### src/rtl/uart_transmitter_pkg.sv
// Shared definitions for the UART transmit path: state encodings, line idle level
// and the default bit period, so both link directions agree on timing.
package uart_transmitter_pkg;

  typedef enum logic [1:0] {
    IDLE  = 2'd0,
    START = 2'd1,
    DATA  = 2'd2,
    STOP  = 2'd3
  } tx_state_e;

  localparam logic IDLE_LEVEL           = 1'b1;
  localparam int   DEFAULT_CLKS_PER_BIT = 16;

endpackage

### src/rtl/tx_baud_tick.sv
// Bit-period counter for the transmitter. Phase is aligned to the frame: it is
// cleared on accept and only counts while a frame is in progress.
module tx_baud_tick #(
  parameter int CLKS_PER_BIT = 16
) (
  input  logic clk,
  input  logic reset,
  input  logic clear,
  input  logic enable,
  output logic tick
);

  localparam int CW = (CLKS_PER_BIT > 1) ? $clog2(CLKS_PER_BIT) : 1;
  localparam logic [CW-1:0] TERMINAL = CW'(CLKS_PER_BIT - 1);

  logic [CW-1:0] count;

  always_ff @(posedge clk) begin
    if (reset || clear) begin
      count <= '0;
    end else if (enable) begin
      count <= (count == TERMINAL) ? '0 : count + 1'b1;
    end else begin
      count <= '0;
    end
  end

  assign tick = enable && (count == TERMINAL);

endmodule

### src/rtl/uart_transmitter.sv
// UART transmitter: accepts one word per valid/ready handshake and serialises it as
// start bit, data LSB-first, then stop bit(s), with tx driven from a register.
module uart_transmitter
  import uart_transmitter_pkg::*;
#(
  parameter int CLKS_PER_BIT = DEFAULT_CLKS_PER_BIT,
  parameter int DATA_BITS    = 8,
  parameter int STOP_BITS    = 1
) (
  input  logic                 clk,
  input  logic                 reset,
  input  logic [DATA_BITS-1:0] tx_data,
  input  logic                 tx_valid,
  output logic                 tx_ready,
  output logic                 tx,
  output logic                 busy,
  output logic                 baud,
  output tx_state_e            state
);

  // Handshake: a word transfers on a rising clk edge where tx_valid and tx_ready are
  // both high; tx_ready is high only in IDLE, and tx_valid must stay up until then.

  localparam int BW = $clog2(DATA_BITS);
  localparam logic [BW-1:0] LAST_BIT  = BW'(DATA_BITS - 1);
  localparam logic          LAST_STOP = 1'(STOP_BITS - 1);

  tx_state_e            state_next;
  logic [DATA_BITS-1:0] shreg, shreg_next;
  logic [BW-1:0]        bit_idx, bit_idx_next;
  logic                 stop_idx, stop_idx_next;
  logic                 tx_next;
  logic                 accept;
  logic                 tick;

  assign accept = tx_valid && (state == IDLE);

  tx_baud_tick #(
    .CLKS_PER_BIT(CLKS_PER_BIT)
  ) u_baud (
    .clk   (clk),
    .reset (reset),
    .clear (accept),
    .enable(state != IDLE),
    .tick  (tick)
  );

  always_comb begin
    state_next    = state;
    shreg_next    = shreg;
    bit_idx_next  = bit_idx;
    stop_idx_next = stop_idx;
    case (state)
      IDLE: begin
        if (tx_valid) begin
          state_next    = START;
          shreg_next    = tx_data;
          bit_idx_next  = '0;
          stop_idx_next = 1'b0;
        end
      end
      START: begin
        if (tick) begin
          state_next   = DATA;
          bit_idx_next = '0;
        end
      end
      DATA: begin
        if (tick) begin
          shreg_next = shreg >> 1;
          if (bit_idx == LAST_BIT) begin
            state_next    = STOP;
            stop_idx_next = 1'b0;
          end else begin
            bit_idx_next = bit_idx + 1'b1;
          end
        end
      end
      STOP: begin
        if (tick) begin
          if (stop_idx == LAST_STOP) begin
            state_next = IDLE;
          end else begin
            stop_idx_next = stop_idx + 1'b1;
          end
        end
      end
      default: state_next = IDLE;
    endcase
  end

  // The line level is decided from the next state so the pin itself is a flop.
  always_comb begin
    tx_next = IDLE_LEVEL;
    case (state_next)
      START:   tx_next = ~IDLE_LEVEL;
      DATA:    tx_next = shreg_next[0];
      default: tx_next = IDLE_LEVEL;
    endcase
  end

  always_ff @(posedge clk) begin
    if (reset) begin
      state    <= IDLE;
      shreg    <= '0;
      bit_idx  <= '0;
      stop_idx <= 1'b0;
      tx       <= IDLE_LEVEL;
    end else begin
      state    <= state_next;
      shreg    <= shreg_next;
      bit_idx  <= bit_idx_next;
      stop_idx <= stop_idx_next;
      tx       <= tx_next;
    end
  end

  assign tx_ready = (state == IDLE);
  assign busy     = ~tx_ready;
  assign baud     = tick;

endmodule

### config.mk
export PLATFORM = sky130hd
export DESIGN_NAME = uart_transmitter
export DESIGN_NICKNAME = d
export VERILOG_FILES = /design/src/rtl/uart_transmitter_pkg.sv /design/src/rtl/tx_baud_tick.sv /design/src/rtl/uart_transmitter.sv
export SDC_FILE = /design/constraint.sdc
export NUM_CORES = 1
export LEC_CHECK = 0
export BUFFER_PORTS_ARGS = -buffer_cell sky130_fd_sc_hd__buf_2
export CAP_MARGIN = 20
export CORE_MARGIN = 4
export CORE_UTILIZATION = 45
export DETAILED_ROUTE_END_ITERATION = 6
export PLACE_DENSITY = 0.67
export SLEW_MARGIN = 40
export SYNTH_ARGS = -nofsm -noshare
export SYNTH_HDL_FRONTEND = slang
export SYNTH_HIERARCHICAL = 1
export SYNTH_SLANG_ARGS = --single-unit
### constraint.sdc
create_clock -name clk -period 4.81 [get_ports clk]
set_input_delay 0 -clock clk [delete_from_list [all_inputs] [get_ports clk]]
set_output_delay 0 -clock clk [all_outputs]
set_load 0.02 [all_outputs]
==> run summary <==
The via count of the first global-routing pass is 731, and the highest clock frequency the design can meet is 436.2 MHz. Post-synthesis instance area: 934.6 um2. Headroom to the max-slew limit came out at 67.23%. By startpoint and endpoint, the worst setup path is classified as reg2reg. For the worst flop-to-flop path, the logic depth is 7.

TritonCTS built the clock tree. After legalization and detailed placement, the total HPWL measured 1271 um. Across every metal layer, demand over resource in global routing totals 14.48%. For this run, global-route usage on met2 was measured as 24.29%. The run gives 0 as the max-slew violation count. Among all stages on the critical path, the largest delay is contributed by dfxtp_1.

In the final routed layout, each cell accounts on average for 12.60 um. The final critical delay including setup and external delays is 2.292 ns, and the total via count in the routed design is 767. The antenna diode instance count is 0, and the row count is 16. For this run the aggregate overflow at the end of global routing stands at 0. Synthesis handed over a netlist of 95 instances. Global routing used 3.047% of the available met3 tracks. Along the worst path, the maximum fanout reaches 16. The count of final setup violators is 0.

For this block, the routed nets add up to 1802 um of wire. The area added between synthesis and finish is 19.81%, and the number of warning messages in the yosys log is 6. The logs give 47.64% for the effective utilization at floorplan and 0.29 ns for the clock insertion delay at the later pin of the skew report.

After the first detailed-routing iteration, the DRC count stood at 13. Between clock sinks in the finished design, the worst skew comes to 0.0008047 ns. The die covers 2870 um2.

After detailed routing, the number of remaining DRC violations is 0. The critical path crosses 7 cells after its start point. The number of routed nets with antenna violations was 0. The tools report the setup slack of the worst register-to-register path as 2.52 ns. Synthesis produced a netlist with a net count of 110. The die is 53.58 um tall. The floorplan step set the die width to 53.58 um. The critical path ends at tx$_SDFF_PP1_. The signal on the critical path passes through or2_2 -> and4_1 -> and3_1 -> o31ai_1 -> ha_1 -> nor2_1 -> o31ai_1. By area the synthesized netlist is led by dfxtp_1 39%, a22oi_2 8.0%, a21oi_2 5.6%. The most common flop cell mapped by yosys is dfxtp_1. The first global-routing pass estimated 3036 um of wire. The clock transition at the registers of the reported paths was 0.10 ns. The type of element capturing the critical path is a flop.

At the end of routability-driven placement, the weighted congestion stood at 0.7347. The tree built by TritonCTS fans out to 18 sinks. Gate family responsible for the most delay along the worst path: simple AND/OR/NAND/NOR gates. Dividing the detail-routed via count by the number of cells gives 5.364. Highest-utilization routing layer at the global route stage: met2.

The pre-antenna-repair detailed-routing pass consisted of 4 iterations. Synthesis-stage register bit count: 18. For this design the ratio of total power to cell area is 259.5 nW/um2. Setup repair after global routing left no endpoint under its margin. The path class of the tightest hold or removal check is in2reg. The mean post-synth cell area came out at 9.838 um2.

At the worst endpoint, the arrival time is 2.48 ns. For the worst setup path, the data required time is 5.00 ns. The global routing usage on met1 came out at 17.23%. The logs give 1013 um2 for the post-detailed-placement cell area and 38.55% for the sequential share of the synthesized area.

TritonCTS created 3 clock buffers. Summed over all cells, the static leakage comes to 0.4509 nW. The maximum clock insertion buffer count came out at 2. The synthesized design devotes to its leading area cell type 38.55% of total area. The root buffer cell chosen for the clock tree is clkbuf_4. By count the netlist is led by 18 x dfxtp_1, 8 x nand3_1, 7 x nor2_1.

STA classifies the critical path startpoint as a flop. IR analysis of the VDD net gives a maximum drop of 0.0002021 V. Initial antenna violation count: 0. dfxtp_1 is the most common cell in the netlist. The tools report the first element of the critical path as state[1]$_SDFF_PP0_. The startpoint of the most critical register-to-register path was state[1]$_SDFF_PP0_. The tools report the count of different cell masters after synthesis as 35. The most numerous cell type found on the critical path is o31ai_1. The flow ran to the end, and the final reports show no timing, DRC or antenna violations. In the synthesized netlist the async set-or-reset flop fraction comes to 0%. Cells with a size suffix above 1 make up 31.90% of the layout. The synthesized design spends more area on one cell type than any other, namely dfxtp_1. The finished cells cover 1120 um2. The tools report the post-CTS setup repair buffer count as 0. The setup total negative slack was 0 ns.

For this design the top-level I/O count stands at 17. The quantity of I/O buffers inserted on ports came out at 16. Dividing the final minimum period by the clock period gives 47.66%. The number of enable flip-flop cells after synthesis was 0. The buffers plus inverters on the worst setup path was 0. Largest stage delay on the critical path: 0.47 ns. After floorplanning, the core was sized to cover 1962 um2.

At the pin with the least slew margin, the transition time is 0.4909 ns. The worst register-to-register path ends at tx$_SDFF_PP1_. For this run, the post-layout net count is 132. Entering global routing, the biggest net connects 17 pins. The count of endpoints failing hold in the final timing report was 0; the utilization of the core after routing was 57.08%. The maximum level of the CTS H-tree was 1; the number of maximum-capacitance violations was 0.
==> logic make-up (layout without fill, tap and decap cells) <==
family / count (synthesis) / in the layout / share of synthesized area, %
and+or+nand+nor: 31 / 31 / 19.41
AOI/OAI and AO/OA: 27 / 27 / 25.70
buffers and inverters: 11 / 32 / 7.094
muxes: 1 / 1 / 1.071
adders and majority gates: 4 / 4 / 5.355
DFF: 18 / 18 / 38.55
xor gates and xnor gates: 3 / 3 / 2.812
==> layout make-up <==
class	instances	area, um2
Multi-Input combinational cell	66	508.0
Timing Repair Buffer	23	150.1
Clock buffer	4	36.28
Inverter	5	31.28
Tap cell	27	33.78
Sequential cell	18	360.3
Fill cell	191	842.1
==> layout by cell type (no fill, tap or decap) <==
cell type	Yosys	routed
o21ai_0	2	2
a22oi_2	6	6
buf_2	3	16
a21oi_1	4	4
nor2b_1	2	2
a21oi_2	6	6
xnor2_1	2	2
o221ai_1	3	3
o211a_1	1	1
clkinv_8	1	1
xor2_1	1	1
and3b_1	1	1
mux2i_1	1	1
nand3b_2	1	1
and4_1	1	1
a31o_1	1	1
dfxtp_1	18	18
nand4_1	2	2
nand2_1	2	2
or3b_1	2	2
or2_2	1	1
o31ai_1	2	2
inv_1	4	4
dlygate4sd3_1	0	7
nand3_1	8	8
and3_1	1	1
clkbuf_8	0	1
ha_1	4	4
a2111oi_2	1	1
nand2b_1	1	1
nor2_1	7	7
and4bb_2	1	1
clkbuf_4	0	3
nor3_1	1	1
a21o_1	1	1
==> worst min-delay path by stage <==
stage	start	end	slack [ns]	depth (start not counted)
after floorplan	reset	shreg[0]$_SDFF_PP0_	0.07	1
after global placement	tx_data[7]	shreg[7]$_SDFFE_PP0P_	0.24	3
after detailed placement	tx_data[7]	shreg[7]$_SDFFE_PP0P_	0.26	3
after CTS	reset	shreg[6]$_SDFFE_PP0P_	0.07	2
after global routing	reset	shreg[6]$_SDFFE_PP0P_	0.09	2
final	reset	shreg[6]$_SDFFE_PP0P_	0.07	2
==> layer usage <==
layer  part of all wire [%]  wire [um]
met5                      0          0
met4                   0.44          8
met3                    3.8         68
met2                     50        909
met1                     45        815
==> flip-flops by register name, indices dropped and copies added (netlist names) <==
signal        flops
shreg             8
bit_idx           3
tx                1
u_baud/count      4
state             2
==> power by group <==
| group | total [mW] | leakage, nW | switching (mW) | internal (mW) |
|---|---|---|---|---|
| sequential | 0.159 | 0.147 | 0.00480 | 0.155 |
| clock | 0.0918 | 0.0210 | 0.0457 | 0.0461 |
| combinational | 0.0394 | 0.283 | 0.0206 | 0.0188 |
==> per-stage QoR <==
| stage | total power [mW] | instances | setup WS, ns | hold slack, ns |
|---|---|---|---|---|
| 2_1_floorplan | 0.1882 | 95 | 2.380 | 0.06886 |
| 3_3_place_gp | 0.1975 | 132 | 2.684 | 0.2419 |
| 3_5_place_dp | 0.1981 | 132 | 2.577 | 0.2552 |
| 4_1_cts | 0.2950 | 143 | 2.540 | 0.06862 |
| 5_1_grt | 0.3036 | 143 | 2.344 | 0.09098 |
| 6_report | 0.2906 | 143 | 2.518 | 0.06984 |
==> what timing repair did <==
item                                    4_1_cts  5_1_grt
endpoints found under the setup margin        0        0
hold endpoints to repair                      7        0
hold buffers                                  7        0
gates resized for setup                       0        0
Note: power is estimated with default switching activity, not from simulation.
